**config.mk**
```make
export PLATFORM = sky130hd
export DESIGN_NAME = rs_syndrome
export DESIGN_NICKNAME = d
export VERILOG_FILES = /design/src/rtl/gf256_pkg.sv /design/src/rtl/rs_syn_cell.sv /design/src/rtl/rs_syndrome.sv
export SDC_FILE = /design/constraint.sdc
export NUM_CORES = 1
export LEC_CHECK = 0
export CORE_AREA = 4 4 118 75
export DETAILED_ROUTE_END_ITERATION = 10
export DIE_AREA = 0 0 122 79
export PLACE_DENSITY = 0.73
export SLEW_MARGIN = 20
export SYNTH_ARGS = -nofsm -noshare
export SYNTH_HDL_FRONTEND = slang
export SYNTH_SLANG_ARGS = --single-unit
```
**constraint.sdc**
```tcl
create_clock -name clk -period 2.9 [get_ports clk]
set_input_delay 0.58 -clock clk [delete_from_list [all_inputs] [get_ports clk]]
set_output_delay 0.58 -clock clk [all_outputs]
set_load 0.03 [all_outputs]
```
**src/rtl/gf256_pkg.sv**
```systemverilog
// GF(2^8) helpers shared by the RS encoder, syndrome and decoder stages.
// Field polynomial 0x11D, alpha = 0x02; constant multiplies only.
package gf256_pkg;

    localparam logic [8:0] PRIM_POLY = 9'h11D;

    typedef logic [7:0] symbol_t;

    // Multiply by alpha: shift left, fold x^8 back through the polynomial.
    function automatic symbol_t gf_mul_alpha(input symbol_t v);
        symbol_t r;
        r = {v[6:0], 1'b0} ^ (v[7] ? PRIM_POLY[7:0] : 8'h00);
        return r;
    endfunction

    // Multiply by alpha^power. With a constant power this elaborates to a
    // pure XOR network; alpha has order 255 so the exponent wraps.
    function automatic symbol_t gf_mul_alpha_pow(input symbol_t value,
                                                 input int power);
        symbol_t r;
        r = value;
        for (int i = 0; i < (power % 255); i++) begin
            r = gf_mul_alpha(r);
        end
        return r;
    endfunction

endpackage

```
**src/rtl/rs_syn_cell.sv**
```systemverilog
// One syndrome lane: Horner accumulator evaluated at alpha^ROOT_POW.
// Ports: clk, rst, en (valid beat), first (load instead of accumulate),
//        in_data (symbol), acc_next (value the accumulator takes on en).
module rs_syn_cell
    import gf256_pkg::*;
#(
    parameter int ROOT_POW = 0
) (
    input  logic       clk,
    input  logic       rst,
    input  logic       en,
    input  logic       first,
    input  logic [7:0] in_data,
    output logic [7:0] acc_next
);

    symbol_t acc;

    always_comb begin
        acc_next = in_data;
        if (!first) begin
            acc_next = gf_mul_alpha_pow(acc, ROOT_POW) ^ in_data;
        end
    end

    always_ff @(posedge clk or posedge rst) begin
        if (rst) begin
            acc <= '0;
        end else if (en) begin
            acc <= acc_next;
        end
    end

endmodule

```
**src/rtl/rs_syndrome.sv**
```systemverilog
// Reed-Solomon syndrome calculator over GF(2^8), one symbol per clock.
// Ports: clk, rst (async, active high), in_valid/in_last/in_data (symbols,
//        highest degree first), syn_valid (pulse), syn_out (S_j at
//        [8j+7:8j]), syn_err (any S_j nonzero), len_err (optional).
// Build option: RSSYN_LEN_CHECK_EN adds a symbol counter, the CW_LEN
//        parameter and the len_err output.
module rs_syndrome
    import gf256_pkg::*;
#(
    parameter int NSYM   = 4,
    parameter int FCR    = 0
`ifdef RSSYN_LEN_CHECK_EN
    ,
    parameter int CW_LEN = 255
`endif
) (
    input  logic              clk,
    input  logic              rst,
    input  logic              in_valid,
    input  logic              in_last,
    input  logic [7:0]        in_data,
    output logic              syn_valid,
    output logic [NSYM*8-1:0] syn_out,
    output logic              syn_err
`ifdef RSSYN_LEN_CHECK_EN
    ,
    output logic              len_err
`endif
);

    typedef enum logic {
        IDLE  = 1'b0,
        ACCUM = 1'b1
    } state_t;

    state_t            state;
    logic              first;
    logic [NSYM*8-1:0] syn_next;

    assign first = (state == IDLE);

    for (genvar j = 0; j < NSYM; j++) begin : g_lane
        rs_syn_cell #(
            .ROOT_POW (FCR + j)
        ) u_cell (
            .clk      (clk),
            .rst      (rst),
            .en       (in_valid),
            .first    (first),
            .in_data  (in_data),
            .acc_next (syn_next[8*j +: 8])
        );
    end

    always_ff @(posedge clk or posedge rst) begin
        if (rst) begin
            state     <= IDLE;
            syn_valid <= 1'b0;
            syn_out   <= '0;
            syn_err   <= 1'b0;
        end else begin
            syn_valid <= in_valid && in_last;
            if (in_valid) begin
                if (in_last) begin
                    state   <= IDLE;
                    syn_out <= syn_next;
                    syn_err <= |syn_next;
                end else begin
                    state <= ACCUM;
                end
            end
        end
    end

`ifdef RSSYN_LEN_CHECK_EN
    localparam logic [7:0] CW_LEN_B = 8'(CW_LEN);

    logic [7:0] cnt;
    logic [7:0] cnt_next;

    // Count includes the current beat; saturates so long frames stay flagged.
    always_comb begin
        cnt_next = 8'd1;
        if (!first) begin
            cnt_next = (cnt == 8'hFF) ? cnt : cnt + 8'd1;
        end
    end

    always_ff @(posedge clk or posedge rst) begin
        if (rst) begin
            cnt     <= '0;
            len_err <= 1'b0;
        end else if (in_valid) begin
            if (in_last) begin
                cnt     <= '0;
                len_err <= (cnt_next != CW_LEN_B);
            end else begin
                cnt <= cnt_next;
            end
        end
    end
`endif

endmodule

```
==> summary by stage <==
CTS
The clock passes through at most 2 buffers. The TritonCTS buffer count is 9. Clock-pin slew was measured on the worst setup and hold paths at about 0.050 ns. The number of setup buffers added after CTS is 0. For this design, the sink count on the clock tree is 67.

The CTS tree is built. The number of hold-repair buffers added at the cts stage is 0. The clock insertion delay at the later pin of the skew report is between 0.3 and 0.4 ns. Clock tree synthesis selected as its root buffer the cell clkbuf_16. The number of resized instances in the post-cts repair step is 0.

CTS built an H-tree with a depth of 3.

Yosys
The cell area after synthesis is 3810 sq um. After synthesis the netlist holds a flip-flop and latch count of 67. Counting every instance in the synthesized netlist gives 427. Sequential cells were found to cover 44.0% of the synthesized design area. The number of synthesized flops with an enable pin is 0. The share of the synthesized area in the top cell type is a little over two fifths. The post-synthesis cell type with the largest combined area is dfrtp_1.

The netlist uses 47 different library cells. For this run, the leading register cell type out of synthesis is dfrtp_1. In the post-synthesis netlist, the biggest area contributors are dfrtp_1 (44%), a21oi_1 (8.1%), nor2_1 (7.4%), xor2_1 (6.0%), xnor2_1 (5.1%). After synthesis, the mean cell area works out to 8.93 sq um. The number of nets produced by synthesis is between 400 and 500. The post-synthesis async set-or-reset flop share is 100%. The number of warning messages in the yosys log is 0.

Routing
The violation count after the first detailed-route iteration is 285. The average via count per standard cell is ~5.6. The routed via count is 3247. The length of the first detailed-routing pass in iterations is 6. After detailed routing, the total wire length is about 9500 microns.

The average routed wire per standard cell is 16.4 microns. In the routed design, unresolved DRC markers number 0. In this run the remaining antenna-violating nets after routing total 0.

Timing
Hold is met by just under 0.5 ns. The fmax is 400 MHz. The final count of hold timing violations is 0. The post-layout minimum cycle time is 2.50 ns.

Summed over all failing endpoints, the final setup total negative slack is 0 ns. The relative slew slack is between 50% and 60%. The total setup violations reported at the end of the flow is 0.

The count of final max-slew check failures was 0. The post-route clock period utilization is between 80% and 90%. At the pin with the least slew margin, the transition time is 0.639 ns.

Between clock sinks in the finished design, the worst skew comes to 0.00541 ns. Setup repair after global routing left no endpoint under its margin.

Die
The floorplan step set the die height to roughly 79 microns. The number of core rows is 25. The area of the die is 9640 sq um. In this run the count of I/O pins placed on the die edge is 46. The floorplan step defined a core boundary enclosing 7730 sq um. Once the floorplan was initialized, standard cells occupied 49.4% of the core. From left edge to right edge, the die measures 122 microns.

GRT
The total congestion overflow is 0. The largest net degree at the start of global routing is 68. The number of global-route vias before repair is roughly 3200.

The total global-route track usage is 21.2%. The wire length of the first global-routing pass is 15900 microns. The initial antenna violation count is 0.

Critical path
The worst setup path is captured at a register. The required time reported for the critical path endpoint is ~3.1 ns. Counting cells, the worst reg-to-reg path comes to 6. The critical path is of the in2reg type.

The data arrival time of the worst path is 2.70 ns. In this run the worst path has a maximum fanout of 8. The critical path startpoint category is a primary input.

Pwr
The static leakage is approximately 1.9 nW. Dividing total power by cell area gives a power density of 886 nW/um^2. The power share of the combinational group is around two fifths. The clock network power share is between 20% and 30%.

Internal power comes to between 2 and 3 mW. The switching power is about 1.5 mW. The worst ir drop on vdd is 0.627 mV. Summing internal, switching and leakage power gives about 4.2 mW. Sequential cells burn 34.6% of the power.

Net switching is 37.0% of the power.

Finish
The area growth from synthesis to final layout is 23.3%. Cells fill 60.8% of the core in the end. For this run, the post-layout net count is between 400 and 500. The final antenna diode count is 0.

Of the cells placed in the final design, the portion with a size suffix greater than 1 is 9.55%.

Run status
The run finished with clean final reports.

Placement
The number of buffer cells added on primary ports is 45. The wire-length estimate of the detail-placed layout is 6450 microns. Routability-driven placement finished with a final weighted congestion of between 0.8 and 0.9.

Min path
The worst hold path stage count is 1. The path category of the worst min-delay check is reg2reg.

Run
Across the run, the number of max-cap violations was 0.
## per-layer routing
metal / up-vias / wire (microns) / track usage [%]
met2: 105 / 4130 / 30.6
met4: 0 / 79 / 4.59
met1: 1575 / 4590 / 30.7
li1: 1557 / - / -
met3: 10 / 699 / 7.62
met5: - / 0 / 0
## cells in the mapped netlist (all sizes together), types with 2 or more instances
library cell / count
xor3: 2
nor3b: 4
a32o: 8
xnor2: 22
or4: 2
o21ai: 21
nor4: 4
o32ai: 4
nor3: 3
a31oi: 5
nand3b: 2
buf: 21
xnor3: 2
nor4b: 2
and4b: 5
a22oi: 5
a2bb2oi: 4
a21boi: 2
and3b: 2
clkbuf: 18
nand3: 2
nor2: 75
a21oi: 62
and3: 2
a211oi: 2
xor2: 26
o31ai: 2
nand2: 29
dfrtp: 67
nor4bb: 4
inv: 7
## worst max-delay path, cell delays in order
cell	delay [ns]
clkdlybuf4s50_1	0.68
nand2b_2	0.15
o32ai_2	0.21
a22oi_1	0.13
or4_1	0.53
nor4_1	0.30
a31oi_1	0.12
## state kept, by name (all words and copies together), names as in the netlist
register	count
g_lane.u_cell.acc	32
syn_out	32
state	1
syn_err	1
syn_valid	1
## through the flow
stage                     area [sq um]  setup WS (ns)  cells
final                             4700          0.401    579
after detailed placement          4400         0.0880    563
after global routing              4700          0.323    579
after CTS                         4700          0.439    579
after global placement            4400          0.148    563
after floorplan                   3810          0.637    427
## area by class of cell
cell class,instances,area (sq um)
clock buffers,12,256
clock inverters,4,48.8
fillers,689,3030
inverters,8,30.0
multi-input cells,313,1930
flip-flops and latches,67,1680
well taps,108,135
repair buffers,67,623
## path summary, 6_finish.rpt
path                                                          start                                   to  slack, ns
min in group asynchronous                                       rst               syn_out[1]$_DFFE_PP0P_       0.63
worst min-delay path                         syn_out[2]$_DFFE_PP0P_               syn_out[2]$_DFFE_PP0P_       0.49
max in group asynchronous                                       rst  g_lane[3].u_cell.acc[7]$_DFFE_PP0P_       1.95
worst max-delay path                                     in_data[1]                  syn_err$_DFFE_PP0P_       0.40
worst min register to register               syn_out[2]$_DFFE_PP0P_               syn_out[2]$_DFFE_PP0P_       0.49
worst max register to register  g_lane[3].u_cell.acc[5]$_DFFE_PP0P_                  syn_err$_DFFE_PP0P_       0.67
## layout by cell type, fill, tap and decap left out, types with 3 or more instances in the layout
cell type,n
inv_1,4
clkdlybuf4s50_1,44
nor3b_1,4
a22oi_1,5
buf_4,21
nor2_1,75
o21ai_0,21
a2bb2oi_1,4
and4b_1,5
a32o_1,8
clkbuf_16,9
xnor2_1,22
nor4_1,4
xor2_1,26
nand2_1,29
a21oi_1,62
inv_2,3
nor3_1,3
nor4bb_1,4
a31oi_1,5
dfrtp_1,67
## logic make-up (layout without fill, tap and decap cells)
| group | count (synthesis) | count (layout) | synth area share [%] |
|---|---|---|---|
| DFF | 67 | 67 | 44.0 |
| AOI/OAI and AO/OA | 121 | 121 | 19.6 |
| xor gates and xnor gates | 52 | 52 | 13.5 |
| and+or+nand+nor | 140 | 140 | 17.5 |
| buffers and inverters | 47 | 91 | 5.45 |
## power groups by stage
stage | registers, mW | logic (mW) | clock network (mW)
2_1_floorplan | 1.59 | 0.939 | 0
3_3_place_gp | 1.43 | 1.58 | 0
3_5_place_dp | 1.44 | 1.61 | 0
4_1_cts | 1.44 | 1.62 | 1.13
5_1_grt | 1.48 | 1.76 | 1.17
6_report | 1.44 | 1.62 | 1.10
Note: power is estimated with default switching activity, not from simulation.
